--- src/rtl/vm_pkg.sv ---
// vm_pkg: shared state encoding, coin constants and one-hot coin select type
// for the change dispenser.
package vm_pkg;

    typedef enum logic [2:0] {IDLE, SELECT, EJECT, GAP, FINISH} state_t;

    localparam int COIN_5 = 5;
    localparam int COIN_2 = 2;
    localparam int COIN_1 = 1;

    // One-hot coin choice: bit 2 = 5 rupee, bit 1 = 2 rupee, bit 0 = 1 rupee.
    typedef logic [2:0] coin_sel_t;

    localparam coin_sel_t SEL_NONE = 3'b000;
    localparam coin_sel_t SEL_1    = 3'b001;
    localparam coin_sel_t SEL_2    = 3'b010;
    localparam coin_sel_t SEL_5    = 3'b100;

    function automatic int coin_value(coin_sel_t s);
        return s[2] ? COIN_5 : s[1] ? COIN_2 : s[0] ? COIN_1 : 0;
    endfunction

endpackage

--- src/rtl/change_dispenser.sv ---
// change_dispenser: pays out a change amount one coin at a time through the
// coin hopper, greedily choosing 5/2/1 rupee coins and skipping empty tubes.
// Ports:
//   clk, reset            clock; synchronous active-low reset
//   change_valid/_amt     change request in; change_ready accepts it (IDLE only)
//   empty_5/_2/_1         hopper tube empty flags, sampled when choosing a coin
//   hopper_ready          hopper takes the pending eject on this edge
//   eject_5/_2/_1         one-hot eject request, held until hopper_ready
//   busy                  payout in progress
//   done, short_err       one-cycle completion pulse and shortfall flag
//   remaining             rupees still owed (unpaid amount after a shortfall)
module change_dispenser #(
    parameter int AMT_W     = 7,
    parameter int EJECT_GAP = 2
) (
    input  logic             clk,
    input  logic             reset,
    input  logic             change_valid,
    input  logic [AMT_W-1:0] change_amt,
    output logic             change_ready,
    input  logic             empty_5,
    input  logic             empty_2,
    input  logic             empty_1,
    input  logic             hopper_ready,
    output logic             eject_5,
    output logic             eject_2,
    output logic             eject_1,
    output logic             busy,
    output logic             done,
    output logic             short_err,
    output logic [AMT_W-1:0] remaining
);
    import vm_pkg::*;

    // Last count value of the settle gap; unused when EJECT_GAP is 0.
    localparam logic [3:0] GAP_LAST = 4'(EJECT_GAP - 1);

    state_t           state_q, state_d;
    coin_sel_t        sel_q, sel_d, pick;
    logic [AMT_W-1:0] remaining_q, remaining_d, rem_left;
    logic             err_q, err_d;
    logic [3:0]       gap_q, gap_d;

    // Greedy choice: largest coin that fits the amount and has stock.
    assign pick = (remaining_q >= AMT_W'(COIN_5) && !empty_5) ? SEL_5 :
                  (remaining_q >= AMT_W'(COIN_2) && !empty_2) ? SEL_2 :
                  (remaining_q >= AMT_W'(COIN_1) && !empty_1) ? SEL_1 : SEL_NONE;

    assign rem_left = remaining_q - AMT_W'(coin_value(sel_q));

    always_ff @(posedge clk) begin
        if (!reset) begin
            state_q     <= IDLE;
            sel_q       <= SEL_NONE;
            remaining_q <= '0;
            err_q       <= 1'b0;
            gap_q       <= '0;
        end else begin
            state_q     <= state_d;
            sel_q       <= sel_d;
            remaining_q <= remaining_d;
            err_q       <= err_d;
            gap_q       <= gap_d;
        end
    end

    always_comb begin
        state_d     = state_q;
        sel_d       = sel_q;
        remaining_d = remaining_q;
        err_d       = err_q;
        gap_d       = gap_q;
        case (state_q)
            IDLE: begin
                if (change_valid) begin
                    remaining_d = change_amt;
                    state_d     = (change_amt == '0) ? FINISH : SELECT;
                end
            end
            SELECT: begin
                sel_d   = pick;
                err_d   = (pick == SEL_NONE);
                state_d = (pick == SEL_NONE) ? FINISH : EJECT;
            end
            EJECT: begin
                if (hopper_ready) begin
                    remaining_d = rem_left;
                    gap_d       = '0;
                    state_d     = (rem_left == '0) ? FINISH :
                                  (EJECT_GAP > 0)  ? GAP : SELECT;
                end
            end
            GAP: begin
                gap_d   = gap_q + 4'd1;
                state_d = (gap_q == GAP_LAST) ? SELECT : GAP;
            end
            FINISH: begin
                state_d = IDLE;
                err_d   = 1'b0;
            end
            default: state_d = IDLE;
        endcase
    end

    // Outputs decode registered state only, so they are glitch-free.
    always_comb begin
        change_ready = (state_q == IDLE);
        busy         = (state_q != IDLE);
        done         = (state_q == FINISH);
        short_err    = (state_q == FINISH) && err_q;
        eject_5      = (state_q == EJECT) && sel_q[2];
        eject_2      = (state_q == EJECT) && sel_q[1];
        eject_1      = (state_q == EJECT) && sel_q[0];
        remaining    = remaining_q;
    end

endmodule

--- config.mk ---
export PLATFORM = sky130hd
export DESIGN_NAME = change_dispenser
export DESIGN_NICKNAME = d
export VERILOG_FILES = /design/src/rtl/vm_pkg.sv /design/src/rtl/change_dispenser.sv
export SDC_FILE = /design/constraint.sdc
export NUM_CORES = 1
export LEC_CHECK = 0
export CAP_MARGIN = 25
export CELL_PAD_IN_SITES_DETAIL_PLACEMENT = 0
export CELL_PAD_IN_SITES_GLOBAL_PLACEMENT = 2
export CORE_MARGIN = 2
export CORE_UTILIZATION = 29
export DETAILED_ROUTE_END_ITERATION = 8
export PLACE_DENSITY_LB_ADDON = 0.25
export SLEW_MARGIN = 20
export SYNTH_ARGS = -nofsm -noshare
export SYNTH_HDL_FRONTEND = slang
export SYNTH_SLANG_ARGS = --single-unit
export TNS_END_PERCENT = 10
--- constraint.sdc ---
create_clock -name clk -period 2.9 [get_ports clk]
set_input_delay 0.58 -clock clk [delete_from_list [all_inputs] [get_ports clk]]
set_output_delay 0.58 -clock clk [all_outputs]
set_load 0.01 [all_outputs]
# After elaboration in Yosys (flattened, before gate mapping)
# Index checks and enable logic that the tools add are counted.
# totals
out_inout_bits	14
word_cells	57
inputBits	14
ff_bits	18
# op_classes
n_lt_le_gt_ge	3
eq_ne	7
n_mux	19
reduce_logical	21
n_addsub	2
# ops
operator	n
two-way mux 3 bit	7
logical NOT 7 bit	2
two-way mux 7 bit	2
case mux 7 bit (2 select lines)	1
case mux 3 bit (4 select lines)	1
case mux 4 bit (2 select lines)	1
>= comparator 7 x 1 -> 1 bit (second input constant)	1
>= comparator 7 x 2 -> 1 bit (second input constant)	1
>= comparator 7 x 3 -> 1 bit (second input constant)	1
logical AND 1 bit	7
subtractor 7 x 3 -> 7 bit	1
equality test 3 x 2 -> 1 bit (second input constant)	2
logical NOT 3 bit	2
two-way mux 2 bit	3
nonzero test 2 bit	3
adder 4 x 1 -> 4 bit (second input constant)	1
equality test 4 x 1 -> 1 bit (second input constant)	1
two-way mux 4 bit	1
inequality test 2 bit (second input constant)	2
AND reduction 2 bit	2
equality test 3 x 1 -> 1 bit (second input constant)	1
equality test 3 bit (second input constant)	1
logical NOT 1 bit	3
AND reduction 3 bit	1
3 further kinds	4

# Depth between registers and ports, before layout
# logic_depth
word_depth	8
depth_mapped	9
mapped_depth_nobuf	9

# Worst setup path before layout
# No wires, ideal clock.
# synth_timing
kind	reg2reg
startpoint	reg remaining_q[0], in the netlist remaining[0]
endpoint	reg state_q[1]
n_path_buf	0
stages_incl_launch_ff	9
setup_time_ns	0.116
path_slack_ns	0.756
period_less_slack_ns	2.144
t_arrival_ns	2.028
required_time_ns	2.784
path_cell_list	dfxtp_1 inv_1 ha_1 fa_1 xor2_1 nand4_1 nor3_1 nand4_1 a31o_1
# synth_via
elab_chain_len	8
elab_cells_between_ends	16
classes_between	1 x add/sub; 3 x order compare; 7 x mux; 5 x reduce/logical
# synth_rtl
element	line_no	text
from (decl)	change_dispenser.sv:40	logic [AMT_W-1:0] remaining_q, remaining_d, rem_left;
from (signal assigned)	change_dispenser.sv:61	remaining_q <= remaining_d;
>= comparator 7 x 1 -> 1 bit	change_dispenser.sv:47	(remaining_q >= AMT_W'(COIN_1) && !empty_1) ? SEL_1 : SEL_NONE;
logical AND 1 bit	change_dispenser.sv:47	
two-way mux 1 bit	change_dispenser.sv:47	
two-way mux 2 bit	change_dispenser.sv:46	(remaining_q >= AMT_W'(COIN_2) && !empty_2) ? SEL_2 :
two-way mux 3 bit	change_dispenser.sv:45	assign pick = (remaining_q >= AMT_W'(COIN_5) && !empty_5) ? SEL_5 :
logical NOT 3 bit	change_dispenser.sv:83	state_d = (pick == SEL_NONE) ? FINISH : EJECT;
two-way mux 3 bit	change_dispenser.sv:83	
case mux 3 bit (4 select lines) *	change_dispenser.sv:73	case (state_q)
to (signal assigned)	change_dispenser.sv:59	state_q <= state_d;
to (decl)	change_dispenser.sv:38	state_t state_q, state_d;
# Mark *: on every way between the ends. The rest lies on a longest branch, timed or not. The select of a mux whose other input is x is not followed.
# A chain may end at the register's enable or synchronous reset.

# Final worst setup path
# layout_timing
startpoint	reg state_q[0]
endpoint	out eject_5
# layout_via
elab_chain_len	2
# layout_rtl
element	line_no	text
equality test 3 x 2 -> 1 bit	change_dispenser.sv:111	eject_5 = (state_q == EJECT) && sel_q[2];
logical AND 1 bit	change_dispenser.sv:111	
to (decl)	change_dispenser.sv:25	output logic eject_5,
# Every way passes these cells.

==> metrics.md <==
| Metric | Value |
|---|---|
| Status | complete, no violations |
| Share of cells above drive strength 1 | 0.0802 |
| RR Startpoint | sel_q[1] |
| CTS buffer count | 3 |
| Initial antenna violation count | 0 |
| Final TNS setup | 0 ns |
| Gate power share | 0.580 |
| Die area | 5140 sq um |
| Clock skew | 0.00398 ns |
| Top cell type by total area after synthesis | dfxtp_1 |
| Hold Path End | sel_q[1] |
| Hold path cells | 2 |
| Post_cts resized | 0 |
| Hold WS | 0.557 ns |
| Achievable clock frequency | between 400 and 500 MHz |
| Total Power | 1.54 mW |
| Clk network pwr share | 0.140 |
| R2R Path End | state_q[1] |
| Post-synth EDFFs | 0 |
| DIE WIDTH | 71.7 um |
| P_leak | roughly 0.64 nW |
| CP Launch Type | flip-flop |
| R2R Setup Slk | 0.56 ns |
| Number of port buffers | 27 |
| Post-CTS repair timing setup buffer count | 0 |
| Reg2Reg Depth | 9 |
| Largest cells by area after synthesis | dfxtp_1 (27%), ha_1 (4.7%), nor2_1 (4.2%), nand2_1 (4.0%), nor2b_1 (3.8%) |
| Top Ports | 28 |
| CTS tree | built |
| Crit path required time | 2.32 ns |
| Worst Path Max Fanout | 11 |
| H-tree depth | 1 |
| Ys async rst share | 0 |
| Post-Syn Area | around 1300 sq um |
| Multi-input gate area | 880 sq um |
| Clk sink count | 18 |
| Cells after Synth | 163 |
| Crit share post-route | 0.830 |
| Clk Latency, worst-skew pair | approximately 0.26 ns |
| Fin cells | between 200 and 250 |
| Max clock buf depth | 2 |
| NetSw | just under 0.7 mW |
| CTS Hold Buffers Added | 0 |
| Metal2 WL | ~1700 um |
| Antenna Violating Nets Remaining | 0 |
| CP Capture Type | output port |
| RSZ-0062 raised after global routing | no |
| Iter 0 DRT Violations | 56 |
| Sequential fraction of the synthesis area | 0.271 |
| Die Span Y | 71.7 um |
| P per Cell Area | 921 nW/um^2 |
| Worst EP arrival | 1.83 ns |
| Initial core utilization | 0.303 |
| Setup-failing EPs final | 0 |
| Switching share of power | 0.452 |
| Gpl congestion | 0.800 |
| Clock Pin Slew Worst Setup and Hold Paths | roughly 0.080 ns |
| Met3 WL | 85 um |
| DR vias | 1264 |
| Pin count of the biggest net entering global routing | 17 |
| Global route total overflow | 0 |
| DR WL/cell | 15.0 um |
| Final net count | 208 |
| Highest Signal Layer | met4 |
| Yosys reg bits | 18 |
| Ys flop type | dfxtp_1 |
| Synth warn | 0 |
| HP Class | flip-flop to flip-flop |
| Placed cells | 235 |
| Yosys top cell area share | 0.271 |
| FILL cells | 465 |
| Placed inst area | 1620 sq um |
| Mapped Nets | 183 |
| Global-route wire length before repair | 6270 um |
| Slew HR | 0.720 |
| Vias/cell | ~5.3 |
| Met1 WL | between 1500 and 2000 um |
| Crit Path Class | flip-flop to output port |
| Area grow syn2layout | 25.8% |
| Fin. max-slew vios | 0 |
| Sequential fraction of design power | 0.280 |
| DRC errors left | 0 |
| Min-delay src | sel_q[1] |
| Area of the core | 4380 sq um |
| Slew @ Worst Pin | between 0.4 and 0.5 ns |
| Crit path time final | 2.41 ns |
| Clock Tree Root | clkbuf_8 |
| Ant diodes | 0 |
| Gr usage total | 0.154 |
| Max cap viols | 0 |
| Row cnt | 24 |
| Seq. cell area | 360 sq um |
| Vias in the first global route | 1294 |
| VDD IR max | 0.000389 V |
| Internal | approximately 0.84 mW |
| Fin. Hold Viols | 0 |
| Post-Route WL | around 3600 um |
| Pre-Repair DR Iteration Count | 4 |
| Syn Area/Cell | around 8.2 sq um |
| Fin area | 1670 sq um |
| Detailed-placement wirelength estimate | between 2000 and 3000 um |
| Post-synth cell types | 48 |
registers in the layout (all words and copies together), names as in the netlist:
register and flops:
remaining 7, gap_q 4, state_q 3, sel_q 3
err_q 1
power groups by stage:
stage,Clock [mW],Sequential [mW],Combinational [mW]
5_1_grt,0.231,0.447,0.999
3_5_place_dp,0,0.435,0.892
2_1_floorplan,0,0.395,0.678
6_report,0.215,0.431,0.894
4_1_cts,0.223,0.430,0.898
3_3_place_gp,0,0.433,0.892
worst max path at each step:
stage | startpoint | endpoint | slack, ns | cells after the start
final | state_q[0] | eject_5 | 0.49 | 4
after CTS | state_q[0] | eject_5 | 0.46 | 4
after global placement | remaining[0] | state_q[1] | 0.64 | 8
after detailed placement | sel_q[1] | state_q[1] | 0.59 | 9
after floorplan | remaining[0] | state_q[1] | 0.76 | 8
after global routing | state_q[0] | eject_2 | 0.32 | 4
critical path: stages, from the launching register on:
cell and delay [ns]:
dfxtp_1 0.40, nor2_1 0.19, nand2_1 0.26, nor2_1 0.17
clkdlybuf4s50_1 0.55
final cells by class:
cell class                      instances  area share
Inverter                                7      0.0157
Timing Repair Buffer                   29       0.171
Sequential cell                        18       0.216
Clock buffer                            4      0.0329
Tap cell                               52      0.0389
Multi-Input combinational cell        129       0.526
synth_stat cells, types with 2 or more instances:
library cell   n
dfxtp_1       18
nor2_1        15
nand2_1       14
a21oi_1        8
nor2b_1        8
o21ai_0        8
and2_1         7
inv_1          7
and3_1         5
ha_1           5
nand3_1        4
nand4_1        4
nor3_1         4
o21a_1         4
buf_6          3
clkbuf_1       3
o211ai_1       3
or3_1          3
a21oi_2        2
a31oi_1        2
buf_2          2
mux2i_1        2
nor3b_2        2
nor4_1         2
o21ai_1        2
o221a_1        2
o31a_1         2
or4_1          2
metal layers:
layer	GRT usage	up-vias
met3	0.0281	7
met2	0.267	25
met5	0	-
met4	0.0461	0
met1	0.194	593
li1	-	639
layout by cell type, fill, tap and decap left out, types with 3 or more instances in the layout:
cell,n
nor3_1,4
nand3_1,4
o21ai_0,8
and2_1,7
nor2_1,15
nand4_1,4
a21oi_1,8
clkbuf_8,4
clkdlybuf4s50_1,27
ha_1,5
o211ai_1,3
nor2b_1,8
dfxtp_1,18
and3_1,5
inv_1,7
nand2_1,14
o21a_1,4
or3_1,3
per-stage QoR:
step / util / worst slack (ns)
floorplan: - / 0.756
detailed placement: 0.369 / 0.593
finish: 0.381 / 0.494
global placement: 0.369 / 0.639
CTS: 0.381 / 0.461
global route: 0.381 / 0.323
kinds of logic after synthesis:
group | after synthesis | synth area share
buf+inv | 16 | 0.0669
flops | 18 | 0.271
compound gates | 41 | 0.228
xor+xnor | 2 | 0.0132
fa+ha+maj | 6 | 0.0621
mux | 3 | 0.0235
simple gates | 77 | 0.335
(Power assumes the default switching activity.)
